### src/rtl/serial_add_sub.sv
// serial_add_sub: bit-serial adder/subtractor.
//   Computes A+B or A-B (two's complement) one bit per clock, LSB first,
//   through a single full-adder cell and a carry/borrow flip-flop.
//   Operands are taken on a start/busy handshake.  The result is held with
//   valid=1 until it is acknowledged.
// Optional feature: define ADDSUB_OVF_EN to add the signed-overflow output ovf.
// Ports:
//   clk     rising-edge clock
//   rst_n   asynchronous active-low reset
//   start   request; accepted only in IDLE (busy=0, valid=0)
//   mode    0=add, 1=subtract; sampled with start
//   a, b    operands; sampled with start
//   busy    high while bits are being shifted
//   valid   result/cout (and ovf) valid and held
//   ack     consumer acknowledge; used only while valid=1
//   result  sum/difference modulo 2^WIDTH
//   ovf     signed overflow (ADDSUB_OVF_EN only)
//   cout    final carry; in subtract mode 1 means no borrow (A>=B unsigned)
module serial_add_sub #(
    parameter int WIDTH = 4
) (
    input  logic             clk,
    input  logic             rst_n,
    input  logic             start,
    input  logic             mode,
    input  logic [WIDTH-1:0] a,
    input  logic [WIDTH-1:0] b,
    output logic             busy,
    output logic             valid,
    input  logic             ack,
    output logic [WIDTH-1:0] result,
`ifdef ADDSUB_OVF_EN
    output logic             ovf,
`endif
    output logic             cout
);

    localparam int CW = $clog2(WIDTH) + 1;

    typedef enum logic [1:0] {IDLE, SHIFT, DONE} state_t;

    state_t           state, state_nxt;
    logic [WIDTH-1:0] a_sh, b_sh;
    logic             carry;
    logic [CW-1:0]    cnt;
    logic             accept, last;
    logic             s, c_nxt;

    // The full-adder cell is shared by every bit position.
    assign s      = a_sh[0] ^ b_sh[0] ^ carry;
    assign c_nxt  = (a_sh[0] & b_sh[0]) | (a_sh[0] & carry) | (b_sh[0] & carry);
    assign accept = (state == IDLE) && start;
    assign last   = (cnt == CW'(WIDTH - 1));

    assign busy  = (state == SHIFT);
    assign valid = (state == DONE);

    always_ff @(posedge clk or negedge rst_n) begin
        if (!rst_n) state <= IDLE;
        else        state <= state_nxt;
    end

    // Start is ignored outside IDLE.  An ack in DONE returns to IDLE only, so
    // a start on the same edge as ack is not taken.
    always_comb begin
        state_nxt = state;
        case (state)
            IDLE:    if (start) state_nxt = SHIFT;
            SHIFT:   if (last)  state_nxt = DONE;
            DONE:    if (ack)   state_nxt = IDLE;
            default: state_nxt = IDLE;
        endcase
    end

    always_ff @(posedge clk or negedge rst_n) begin
        if (!rst_n) begin
            a_sh   <= '0;
            b_sh   <= '0;
            carry  <= 1'b0;
            cnt    <= '0;
            result <= '0;
            cout   <= 1'b0;
`ifdef ADDSUB_OVF_EN
            ovf    <= 1'b0;
`endif
        end else if (accept) begin
            // Subtraction is A + ~B + 1: invert B and preload carry with 1.
            a_sh  <= a;
            b_sh  <= b ^ {WIDTH{mode}};
            carry <= mode;
            cnt   <= '0;
        end else if (state == SHIFT) begin
            a_sh   <= a_sh >> 1;
            b_sh   <= b_sh >> 1;
            carry  <= c_nxt;
            result <= {s, result[WIDTH-1:1]};
            cnt    <= cnt + CW'(1);
            if (last) begin
                cout <= c_nxt;
`ifdef ADDSUB_OVF_EN
                // On the MSB cycle, carry holds the carry into the MSB.
                ovf  <= carry ^ c_nxt;
`endif
            end
        end
    end

endmodule

### config.mk
export PLATFORM = sky130hd
export DESIGN_NAME = serial_add_sub
export DESIGN_NICKNAME = d
export VERILOG_FILES = /design/src/rtl/serial_add_sub.sv
export SDC_FILE = /design/constraint.sdc
export NUM_CORES = 1
export LEC_CHECK = 0
export ABC_AREA = 1
export CAP_MARGIN = 15
export CORE_ASPECT_RATIO = 1.25
export CORE_MARGIN = 1
export CORE_UTILIZATION = 52
export CTS_CLUSTER_DIAMETER = 120
export CTS_CLUSTER_SIZE = 25
export DETAILED_ROUTE_END_ITERATION = 16
export PLACE_DENSITY = 0.87
export SETUP_SLACK_MARGIN = 0.02
export SLEW_MARGIN = 20
export SYNTH_ARGS = -nofsm -noshare
export SYNTH_HDL_FRONTEND = slang
export SYNTH_SLANG_ARGS = --single-unit
### constraint.sdc
create_clock -name clk -period 1.6 [get_ports clk]
set_input_delay 0.16 -clock clk [delete_from_list [all_inputs] [get_ports clk]]
set_output_delay 0.16 -clock clk [all_outputs]
set_load 0.005 [all_outputs]
=== Yosys cells after proc, flatten, opt, wreduce, memory -nomap -nowiden ===
Index checks and enable logic that the tools add are counted.

* Register bits after elaboration: 19
* Input bits: 13
* Output and inout port bits: 7
* Word-level logic and storage cells: 41

* Add/subtract/negate cells: 1
* Equal/unequal tests: 6
* Mux-type cells: 12
* Bitwise logic cells: 9
* Reduce and logical (&&, ||, !) cells: 6

{| class="wikitable"
|+ Operators with widths
! operator !! count
|-
| two-way mux 4 bit || 4
|-
| two-way mux 2 bit || 3
|-
| two-way mux 3 bit || 2
|-
| case mux 2 bit (3 select lines) || 1
|-
| AND reduction 3 bit || 2
|-
| != test 2 x 1 -> 1 bit (second input constant) || 2
|-
| XOR 4 bit || 1
|-
| adder 3 x 1 -> 3 bit (second input constant) || 1
|-
| bitwise AND 1 bit || 3
|-
| == test 3 x 2 -> 1 bit (second input constant) || 1
|-
| == test 2 x 1 -> 1 bit (second input constant) || 1
|-
| == test 2 bit (second input constant) || 1
|-
| zero test 2 bit || 1
|-
| two-way mux 1 bit || 2
|-
| != test 2 bit (second input constant) || 1
|-
| bitwise OR 1 bit || 2
|-
| AND reduction 2 bit || 1
|-
| nonzero test 2 bit || 1
|-
| XOR 1 bit || 2
|-
| logical AND 1 bit || 1
|-
| NOT 1 bit || 1
|}

=== Logic depth before layout (Yosys ltp) ===
* Depth in word-level cells: 5
* Gate-level depth with buffers: 6
* Depth with buffers taken out: 6

=== Worst setup path before layout ===
No wires, ideal clock.

* Path kind: register to register
* From: register a_sh[0]
* To: register result[3]
* Library setup time: 0.126 ns
* Data arrival time: 0.959 ns
* Required time: 1.474 ns
* Setup slack: 0.515 ns
* Stages on the path, launching flop included: 4
* Buffers on the path: 0
* Period minus slack after synthesis: 1.085 ns
* Cell sequence: dfrtp_1 > fa_1 > nand2_1 > o21ai_0

* Word-level cells in the longest chain between the ends: 2

{| class="wikitable"
|+ RTL lines
! element !! RTL line !! RTL
|-
| start: declaration || 43 || <nowiki>logic [WIDTH-1:0] a_sh, b_sh;</nowiki>
|-
| start signal: assignment || 93 || <nowiki>a_sh <= a_sh >> 1;</nowiki>
|-
| XOR 1 bit (2 in a row) || 50 || <nowiki>assign s = a_sh[0] ^ b_sh[0] ^ carry;</nowiki>
|-
| via s || 47 || <nowiki>logic s, c_nxt;</nowiki>
|-
| end signal: assignment || 96 || <nowiki>result <= {s, result[WIDTH-1:1]};</nowiki>
|-
| end: declaration || 31 || <nowiki>output logic [WIDTH-1:0] result,</nowiki>
|}

The timed path passes the listed nets, and every way through them passes these cells.
A chain may end at the register's enable or synchronous reset.

=== Final worst setup path ===
* From: register state[0]
* To: output port busy

* Word-level cells in the longest chain between the ends: 1

{| class="wikitable"
|+ RTL lines
! element !! RTL line !! RTL
|-
| start: declaration || 42 || <nowiki>state_t state, state_nxt;</nowiki>
|-
| start signal: assignment || 60 || <nowiki>else state <= state_nxt;</nowiki>
|-
| == test 2 x 1 -> 1 bit || 55 || <nowiki>assign busy = (state == SHIFT);</nowiki>
|-
| end: declaration || 28 || <nowiki>output logic busy,</nowiki>
|}

Every way passes these cells.

==> results.md <==
* Die H at 49.34 um
* Sequential area share after synthesis at 51.01%
* Setup TNS at 0 ns
* Placement Setup Slack at 0.2416 ns
* #FFs+latches synth at 19
* Hold/Removal Path Class: input port to asynchronous set/reset pin
* Ordered cell list for the critical path: inv_4 > nor2_4 > clkdlybuf4s50_1
* Peak supply drop at 0.0007620 V
* CP Launch Type: flip-flop
* Critical path's largest stage delay at 0.50 ns
* Number of max-cap violations at 0
* ANT nets after route at 0
* Crit share post-route at 94.99%
* CTS tree: done
* Fin Clk Skew at 0.001680 ns
* Slowest CP cell: clkdlybuf4s50_1
* TritonCTS buffer count at 3
* Pin count of the biggest net entering global routing at 20
* Max Root-Sink Buffers at 2
* Syn Area/Cell at 8.323 sq um
* Fin crit period at 1.520 ns
* Busiest grt layer: met2
* DR vias at 787
* N_diodes at 0
* Initial core utilization at 57.48%
* Setup Viol. Count Final at 0
* Drt initial violations at 10
* Final Wtd Congestion at 0.7280
* Area fraction of the dominant cell type after synthesis at 51.01%
* Die width at 39.87 um
* Synth cell types at 17
* Met3 usage at 4.110%
* GRT Overall Usage at 20.86%
* Worst Path Arrival at 1.36 ns
* Dominant cells by area after synthesis: dfrtp_1 (51%), nand2_1 (23%), nand3_1 (4.3%)
* Worst-Skew Late Latency at 0.30 ns
* Reg2reg setup slack at 0.33 ns
* Initial antenna violation count at 0
* Gate Count Post-Synth at 112
* Mapped Nets at 128
* Drt pass-1 iters at 5
* PortBufs at 19
* Dpl cells at 148
* Critical Path RT at 1.44 ns
* Post-synth top area cell: dfrtp_1
* Pwr Density at 1701 nW/um^2
* Final Worst Setup Slack at 0.08015 ns
* DP HPWL at 1273 um
* Total die area at 1967 sq um
* CP Max Fanout at 5
* Vias per cell at 5.077
* Final-report max-slew violation count at 0
* Final net count at 154
* Status: finished, final reports clean
* Worst r2r path cells at 4
* Worst Setup End Kind: output pin
* Max-slew headroom at 68.32%
* Worst Setup Path Type: flip-flop to output pin
* Worst-Margin Slew at 0.4751 ns
* Avg WL per Cell at 10.77 um
* Clock sinks at 19
* R2r startpoint: state[0]
* Clock transition at path regs at 0.10 ns
* Hold Vio Cnt, Final at 0
* Drc violations at 0
* First-pass GRT wire length at 2842 um
* Ys Warns at 0
* H-tree depth at 1
* RSZ-0062 raised after global routing: false
* Leakage at 0.6190 nW
* Synth Cell Area at 932.1 sq um
* Max frequency at 658.0 MHz
* R2R Path End: b_sh[3]
* Area of the core at 1622 sq um
* Grt ovf at 0
* Met1 usage at 26.44%
* CTS Hold Bufs at 0
* Core Rows at 16
* DRT Wirelength at 1670 um
* Layout Cells excl Fill at 155
* Number of global-route vias before repair at 684
* Share of cells above drive strength 1 at 11.68%
* Area delta synth->final at 26.85%
* Root Buffer: clkbuf_4
* Met2 usage at 33.06%
* Top Ports at 20
## per-layer routing
layer | vias to the layer above | wire length [um]
met5 | - | 0
met4 | 0 | 38
met3 | 5 | 60
met2 | 25 | 846
met1 | 361 | 725
li1 | 396 | -
## where the power goes
group | internal (mW) | total (mW) | switching [mW]
Clock | 0.0972 | 0.242 | 0.144
Combinational | 0.440 | 0.936 | 0.496
Sequential | 0.692 | 0.833 | 0.142
## how the worst max path moves through the flow
stage | from | endpoint | slack [ns] | cells past startpoint
2_1_floorplan | a_sh[0] | result[3] | 0.51 | 3
3_3_place_gp | state[0] | busy | 0.26 | 3
3_5_place_dp | state[0] | busy | 0.24 | 3
4_1_cts | state[0] | valid | 0.06 | 2
5_1_grt | state[0] | busy | 0.02 | 3
6_report | state[0] | busy | 0.08 | 3
## timing repair
action                                  CTS  global route
setup buffers                             3             0
endpoints found under the hold margin     0             0
resized for setup                         1             1
endpoints found under the setup margin    2             1
## state kept, by name (all words and copies together), names as in the netlist
register	cells
cnt	3
carry	1
b_sh	4
result	4
cout	1
state	2
a_sh	4
## through the flow
step           hold slack, ns  power, mW  area [sq um]  util (%)
6_report               0.1757      2.011          1182     72.92
5_1_grt                0.2105      2.180          1182     72.92
4_1_cts                0.1800      2.021          1180     72.76
3_5_place_dp           0.4617      1.731          1130     69.68
3_3_place_gp           0.4574      1.692          1130     69.68
2_1_floorplan         -0.1356      1.444         932.1         -
## critical path, delay by kind of cell (launching register included)
kind          cells  cell delay (ns)
buf+inv           2             0.55
flops             1             0.43
simple gates      1             0.08
## cells in the mapped netlist, drive strengths merged
| cell type | n |
|---|---|
| buf | 3 |
| dfrtp | 19 |
| fa | 1 |
| ha | 2 |
| inv | 9 |
| nand2 | 57 |
| nand3 | 9 |
| nor2 | 3 |
| o21ai | 7 |
| o31ai | 1 |
| xnor2 | 1 |
## cell type report
class	instances	area [sq um]
clock buffer	4	26.28
fill	127	439.2
inverter	9	36.28
multi-input combinational	81	390.4
sequential	19	476.7
tap	18	22.52
timing repair buffer	24	230.2
## kinds of logic after synthesis
group / after synthesis / share of synthesized area, %
buffers and inverters: 12 / 7.115
and+or+nand+nor: 69 / 31.14
adders and majority gates: 3 / 4.832
AOI/OAI and AO/OA: 8 / 4.967
xor gates and xnor gates: 1 / 0.9398
DFF: 19 / 51.01
## layout by cell type, fill, tap and decap left out, drive strengths merged
| master | n |
|---|---|
| nand3 | 9 |
| o21ai | 7 |
| clkbuf | 4 |
| dlymetal6s2s | 1 |
| xnor2 | 1 |
| o31ai | 1 |
| inv | 9 |
| buf | 5 |
| nor2 | 3 |
| fa | 1 |
| clkdlybuf4s50 | 18 |
| ha | 2 |
| nand2 | 57 |
| dfrtp | 19 |
No activity file was read; power rests on OpenSTA's default activity.
